$ cat src/rtl/tick_scheduler_pkg.sv
// tick_scheduler_pkg: shared channel indices, board defaults and sizing helper
package tick_scheduler_pkg;
  localparam int CH_BALL   = 0;
  localparam int CH_PADDLE = 1;
  localparam int CH_BLINK  = 2;
  localparam int CH_UART   = 3;
  localparam int BOARD_CW  = 16;
  localparam int BOARD_PRE = 24;
  function automatic int idx_w(input int n);
    return n > 1 ? $clog2(n) : 1;
  endfunction
endpackage

$ cat src/rtl/tick_prescaler.sv
// tick_prescaler: free-running 0..PRE-1 counter; base_tick on the terminal count
module tick_prescaler #(
  parameter int PRE = 24
) (
  input  logic clk,
  input  logic rst_n,
  input  logic sync_i,
  output logic base_tick_o
);
  localparam int PW = $clog2(PRE);
  logic [PW-1:0] pre_cnt_q, pre_cnt_d;
  assign base_tick_o = pre_cnt_q == PW'(PRE - 1);
  assign pre_cnt_d = (sync_i || base_tick_o) ? '0 : pre_cnt_q + 1'b1;
  always_ff @(posedge clk) begin
    if (!rst_n) pre_cnt_q <= '0;
    else pre_cnt_q <= pre_cnt_d;
  end
endmodule

$ cat src/rtl/tick_scheduler.sv
// tick_scheduler: NCH programmable-period clock-enable channels sharing one prescaler
module tick_scheduler
  import tick_scheduler_pkg::*;
#(
  parameter int NCH        = 4,
  parameter int CW         = 16,
  parameter int PRE        = 24,
  parameter int DEF_PERIOD = 0
) (
  input  logic                   clk,
  input  logic                   rst_n,
  input  logic                   sync_i,
  input  logic                   cfg_valid_i,
  output logic                   cfg_ready_o,
  input  logic [idx_w(NCH)-1:0]  cfg_ch_i,
  input  logic [CW-1:0]          cfg_period_i,
  output logic [NCH-1:0]         tick_o,
  output logic [NCH-1:0]         active_o
);
  localparam logic [CW-1:0] DEF_P = CW'(DEF_PERIOD);
  logic           base_tick, accept;
  logic           cfg_ready_q, cfg_ready_d;
  logic [NCH-1:0] tick_q, tick_d, active_q, active_d;
  logic [CW-1:0]  period_q [NCH];
  logic [CW-1:0]  period_d [NCH];
  logic [CW-1:0]  cnt_q    [NCH];
  logic [CW-1:0]  cnt_d    [NCH];
  tick_prescaler #(.PRE(PRE)) u_pre (
    .clk         (clk),
    .rst_n       (rst_n),
    .sync_i      (sync_i),
    .base_tick_o (base_tick)
  );
  assign accept      = cfg_valid_i && cfg_ready_q;
  assign cfg_ready_d = !accept;
  // Out-of-range channel indices never match a channel, so such writes are accepted as no-ops
  for (genvar c = 0; c < NCH; c++) begin : g_ch
    logic wr, run, hit;
    assign wr          = accept && (int'(cfg_ch_i) == c);
    assign run         = base_tick && (period_q[c] != '0);
    assign hit         = run && (cnt_q[c] == period_q[c] - 1'b1);
    assign period_d[c] = wr ? cfg_period_i : period_q[c];
    assign cnt_d[c]    = (sync_i || wr || hit) ? '0 : run ? cnt_q[c] + 1'b1 : cnt_q[c];
    assign tick_d[c]   = hit && !sync_i && !wr;
    assign active_d[c] = period_q[c] != '0;
  end
  always_ff @(posedge clk) begin
    if (!rst_n) begin
      cfg_ready_q <= 1'b1;
      tick_q      <= '0;
      active_q    <= {NCH{DEF_P != '0}};
      for (int i = 0; i < NCH; i++) begin
        period_q[i] <= DEF_P;
        cnt_q[i]    <= '0;
      end
    end else begin
      cfg_ready_q <= cfg_ready_d;
      tick_q      <= tick_d;
      active_q    <= active_d;
      period_q    <= period_d;
      cnt_q       <= cnt_d;
    end
  end
  assign cfg_ready_o = cfg_ready_q;
  assign tick_o      = tick_q;
  assign active_o    = active_q;
endmodule
$ cat config.mk
export PLATFORM = sky130hd
export DESIGN_NAME = tick_scheduler
export DESIGN_NICKNAME = d
export VERILOG_FILES = /design/src/rtl/tick_scheduler_pkg.sv /design/src/rtl/tick_prescaler.sv /design/src/rtl/tick_scheduler.sv
export SDC_FILE = /design/constraint.sdc
export NUM_CORES = 1
export LEC_CHECK = 0
export ABC_AREA = 1
export CORE_AREA = 4 4 156 158
export DETAILED_ROUTE_END_ITERATION = 7
export DIE_AREA = 0 0 160 162
export DONT_BUFFER_PORTS = 1
export GPL_ROUTABILITY_DRIVEN = 0
export PLACE_DENSITY = 0.62
export SLEW_MARGIN = 20
export SYNTH_ARGS = -nofsm -noshare
export SYNTH_HDL_FRONTEND = slang
export SYNTH_HIERARCHICAL = 1
export SYNTH_SLANG_ARGS = --single-unit
$ cat constraint.sdc
create_clock -name clk -period 4.4 [get_ports clk]
set_input_delay 1.1 -clock clk [delete_from_list [all_inputs] [get_ports clk]]
set_output_delay 1.1 -clock clk [all_outputs]
set_load 0.05 [all_outputs]
==> Word level (Yosys, flattened, before mapping) <==
Index checks and enable logic that the tools add are counted.
{ "op_classes": {"n_bitwise": 1, "addsub": 9, "n_div": 0, "n_lt_le_gt_ge": 0, "n_mux": 0, "reduce_logical": 46, "eq_ne": 8, "multipliers": 0, "shift": 0} }
{ "ops": {"columns": ["op", "count"], "rows": [
  ["adder 16 x 1 -> 16 bit, second input constant", 4],
  ["== test 16 bit", 4],
  ["nonzero test 16 bit", 4],
  ["subtractor 16 x 1 -> 16 bit, second input constant", 4],
  ["logical AND 1 bit", 21],
  ["OR reduction 2 bit", 5],
  ["logical OR 1 bit", 9],
  ["zero test 1 bit", 6],
  ["adder 5 x 1 -> 5 bit, second input constant", 1],
  ["== test 5 bit, second input constant", 1],
  ["== test 2 bit, second input constant", 2],
  ["== test 2 x 1 -> 1 bit, second input constant", 1],
  ["zero test 2 bit", 1],
  ["NOT 1 bit", 1]
]} }
{ "word_totals": {"latchBits": 0, "mem_bits_ro": 0, "elab_cells": 76, "ram_bits": 0, "output_inout_bits": 9, "memories": 0, "reg_bits": 142, "input_bits": 22} }

==> Depth between registers and ports, before layout <==
{ "depth": {"ltp_word": 5, "depth_mapped": 16, "mapped_depth_nobuf": 15} }

==> By module <==
The synthesis kept the hierarchy.
{ "modules_own_cells": {"columns": ["mod", "seq_area_each_um2", "cells_per_inst", "instances", "area_each_um2"], "rows": [
  ["tick_scheduler", 2742.6, 1425, 1, 8851.0],
  ["tick_prescaler", 100.1, 30, 1, 225.2]
]} }

==> Worst setup path before layout <==
OpenSTA, ideal clock, no wires.
{ "synth_timing": {"path_kind": "input port to flip-flop", "from": "in cfg_valid_i", "to": "reg period_q[53] (netlist name)", "stages": 6, "t_arrival_ns": 2.209, "setup_time_ns": 0.128, "path_slack_ns": 2.062, "path_cell_list": "nand2_1 nor3_1 inv_1 clkbuf_1 o21ai_0 a21oi_1"} }
{ "synth_via": {"elab_chain_len": 2} }
{ "synth_lines": {"columns": ["item", "line_no", "text"], "rows": [
  ["from (decl)", "tick_scheduler.sv:13", "input logic cfg_valid_i,"],
  ["logical AND 1 bit", "tick_scheduler.sv:34", "assign accept = cfg_valid_i && cfg_ready_q;"],
  ["logical AND 1 bit", "tick_scheduler.sv:39", "assign wr = accept && (int'(cfg_ch_i) == c);"],
  ["to (signal assigned)", "tick_scheduler.sv:60", "period_q <= period_d;"],
  ["to (decl)", "tick_scheduler.sv:24", "logic [CW-1:0] period_q [NCH];"]
]} }
No other way between the ends.
A chain may end at the register's enable or synchronous reset.

==> Final worst setup path <==
{ "layout_timing": {"from": "reg u_pre.pre_cnt_q[0]", "to": "reg cnt_q[35] (netlist name)"} }
{ "layout_via": {"elab_chain_len": 5} }
{ "layout_lines": {"columns": ["item", "line_no", "text"], "rows": [
  ["from (decl)", "tick_prescaler.sv:11", "logic [PW-1:0] pre_cnt_q, pre_cnt_d;"],
  ["from (signal assigned)", "tick_prescaler.sv:16", "else pre_cnt_q <= pre_cnt_d;"],
  ["== test 5 bit (*)", "tick_prescaler.sv:12", "assign base_tick_o = pre_cnt_q == PW'(PRE - 1);"],
  ["named net base_tick", "tick_scheduler.sv:21", "logic base_tick, accept;"],
  ["logical AND 1 bit (*)", "tick_scheduler.sv:40", "assign run = base_tick && (period_q[c] != '0);"],
  ["logical AND 1 bit", "tick_scheduler.sv:41", "assign hit = run && (cnt_q[c] == period_q[c] - 1'b1);"],
  ["logical OR 1 bit", "tick_scheduler.sv:43", "assign cnt_d[c] = (sync_i || wr || hit) ? '0 : run ? cnt_q[c] + 1'b1 : cnt_q[c];"],
  ["OR reduction 2 bit (no line)", null, null],
  ["to (signal assigned)", "tick_scheduler.sv:61", "cnt_q <= cnt_d;"],
  ["to (decl)", "tick_scheduler.sv:26", "logic [CW-1:0] cnt_q [NCH];"]
]} }
The timed path passes the listed nets; every way through them passes the cells marked *.

==> impl_results.md <==
* Status: finished clean
* Tcrit/Tclk final at a little under three fifths
* Critical path capture point type: flop
* Crit Path Max Fanout at 16
* CP arrival at 2850 ps
* Worst VDD drop at slightly below 0.3 mV
* Initial Utilization at 39.3%
* Pleak at between 4 and 5 nW
* Critical Path RT at between 4000 and 5000 ps
* Setup slack, reg-to-reg at ~1900 ps
* Clock-pin slew on the worst setup and hold paths at 70 ps
* M3 GR Usage at around 3.4%
* Post-Synth XOR/XNOR Area at between 10% and 20%
* Endpoints failing setup at 0
* Mapped Nets at approximately 1500
* TNS Setup at 0 ps
* Worst Max-Slew Pin Slew at around 760 ps
* Largest net degree at the start of global routing at between 60 and 70
* Yosys cell types at 33
* Synth Area in Compound Gates at a little under 7%
* Layout cells sized above 1 at under 10%
* H-tree levels at 4
* Initial antenna violation count at 0
* Worst Setup Path Type: reg -> reg
* Fill cells at approximately 2500
* P per Cell Area at approximately 330 mW/mm^2
* Average size of a mapped cell at 6.24 sq um
* Pre-antenna DRT Iters at 4
* HPWL after DPL at 17100 um
* Layout overhead on the synthesized area at 8.56%
* Yosys warns at 6
* HP Class: reg -> reg
* Die W at roughly 160 um
* Clk buf depth at 2
* R2R depth at 10
* Finished Layout Cells at around 1700
* Slew HR at between 40% and 50%
* Seq cells post-synth at roughly 140
* Drt via density at around 4.8
* First-pass GRT wire length at around 38000 um
* Die Height at about 160 um
* Post-CTS Setup Inserts at 0
* Clk_skew at between 10 and 15 ps
* Iteration-0 DRC Markers at 556
* Ports at 31
* Met2 Track Usage GR at 29.8%
* Die area at 0.0259 sq mm
* Hold Vio Cnt, Final at 0
* Post-Syn Instances at 1455
* R2R Path End: cnt_q[35]
* CTS tree: built
* NumNets Final at 1476
* Clock Sinks at between 100 and 150
* Vias in the first global route at 7599
* Post-Place Cells at 1716
* RSZ-0062 raised after global routing: false
* Worst setup path start: u_pre/pre_cnt_q[0]
* Post-DRT Antenna Nets at 0
* Post-Synth Simple-Gate Area at slightly below 40%
* Peak Freq at between 0.3 and 0.4 GHz
* Fin crit period at between 2000 and 3000 ps
* Max Cap Viol at 0
* R2R Path Start: u_pre/pre_cnt_q[0]
* Max Slew Vio Count at 0
* Area occupied by multi-input gates at about 0.0053 sq mm
* Critical Path Sink: cnt_q[35]
* DR DRC count at 0
* Cts bufs inserted at 17
* Gr usage total at 17.8%
* Startpoint types: flop
* Post-synthesis adder-cell area fraction at under 10%
* Root Driver: clkbuf_16
* Overflow after GRT at 0
* FP Rows at 56
* Grt peak-use layer: met2
* Hold Buf Count CTS at 0
* Post-Route WL at ~23000 um
* Seq/Total Area, Yosys at 31.3%
* PortBufs at 0
* Cell area after synthesis at 0.00908 sq mm
* Mux cell area share after synthesis at less than 1%
* Most frequent cells in the layout: nand2_1, nor2_1, inv_1
* CTS resizes at 0
* GRT met1 Usage at a little under a quarter
* Seq. cell area at between 0.002 and 0.003 sq mm
* Largest family of logic cells by synthesized area: simple AND/OR/NAND/NOR gates
* Mean routed wirelength per cell at between 10 and 15 um
* Most common cell after layout, fill and taps aside: nand2_1
* Worst skew pair latency at approximately 430 ps
* Core area at 0.0231 sq mm
* Ant diodes at 0
* Vias at about 8400
==> flip-flops by register name (all words and copies together) (netlist names) <==
| name | cells |
|---|---|
| active_o | 4 |
| period_q | 64 |
| u_pre/pre_cnt_q | 5 |
| cnt_q | 64 |
| cfg_ready_o | 1 |
| tick_o | 4 |
==> logic make-up after synthesis <==
group,after synthesis
simple gates,836
buf+inv,235
flops,142
compound gates,125
xor+xnor,104
fa+ha+maj,9
mux,4
==> stage by stage <==
step | cell area [sq um] | power, mW | util [%] | worst slack, ps | hold slack (ps)
2_1_floorplan | 9080 | 1.82 | - | 2060 | 430
3_3_place_gp | 9280 | 1.90 | 40.2 | 1700 | 444
3_5_place_dp | 9280 | 1.91 | 40.2 | 1600 | 460
4_1_cts | 9850 | 3.33 | 42.6 | 1860 | 475
5_1_grt | 9850 | 3.47 | 42.6 | 1570 | 499
6_report | 9850 | 3.29 | 42.6 | 1870 | 471
==> synthesized netlist by cell type, drive strengths merged <==
master    n  area, sq um
nand2   356         1390
xor2     69          604
a21o      1         7.51
and2      3         18.8
dfxtp   142         2840
clkbuf   21         80.1
mux2i     4         40.0
nand4    18          119
nor3     28          140
a21oi    31          155
inv     203          762
nand3    81          420
buf      11         97.6
nor4     10         62.6
nand3b   16          120
ha        9          113
o21bai    1         7.51
o21ai    91          455
nor3b     2         15.0
a31oi     1         6.26
nor2    322         1310
xnor2    35          307
==> cell type report <==
class	instances	share of cell area, %
Clock buffer	17	4.32
Clock inverter	15	1.46
Inverter	203	7.73
Multi-Input combinational cell	1078	53.7
Sequential cell	142	28.9
Tap cell	290	3.68
Timing Repair Buffer	3	0.229
==> where the power goes <==
part           leakage (nW)  internal, mW  switching, mW
sequential             1.15          1.32         0.0594
clock                 0.274         0.750          0.656
combinational          3.02         0.177          0.331
total                  4.44          2.25           1.05
==> worst max-delay path: stages (launching register included) <==
cell	delay, ps
dfxtp_1	370
ha_1	200
nand2_2	110
nor2_4	320
nand2_1	370
inv_1	440
nand2_1	90
nor2_1	90
nand3_1	90
nand2_2	250
nor2_1	70
==> routing by layer <==
layer / part of all wire, % / vias to the layer above
li1: - / 4485
met1: 49 / 3746
met2: 47 / 120
met3: 3.5 / 21
met4: 1.1 / 0
met5: 0 / -
==> worst min path at each step <==
stage | from | end | slack, ps | depth (start not counted)
final | u_pre/pre_cnt_q[0] | u_pre/pre_cnt_q[0] | 470 | 1
after global routing | u_pre/pre_cnt_q[0] | u_pre/pre_cnt_q[0] | 500 | 1
after CTS | u_pre/pre_cnt_q[0] | u_pre/pre_cnt_q[0] | 470 | 1
after detailed placement | u_pre/pre_cnt_q[0] | u_pre/pre_cnt_q[0] | 460 | 1
after global placement | u_pre/pre_cnt_q[0] | u_pre/pre_cnt_q[0] | 440 | 1
after floorplan | u_pre/pre_cnt_q[0] | u_pre/pre_cnt_q[0] | 430 | 1
No activity file was read; power rests on OpenSTA's default activity.
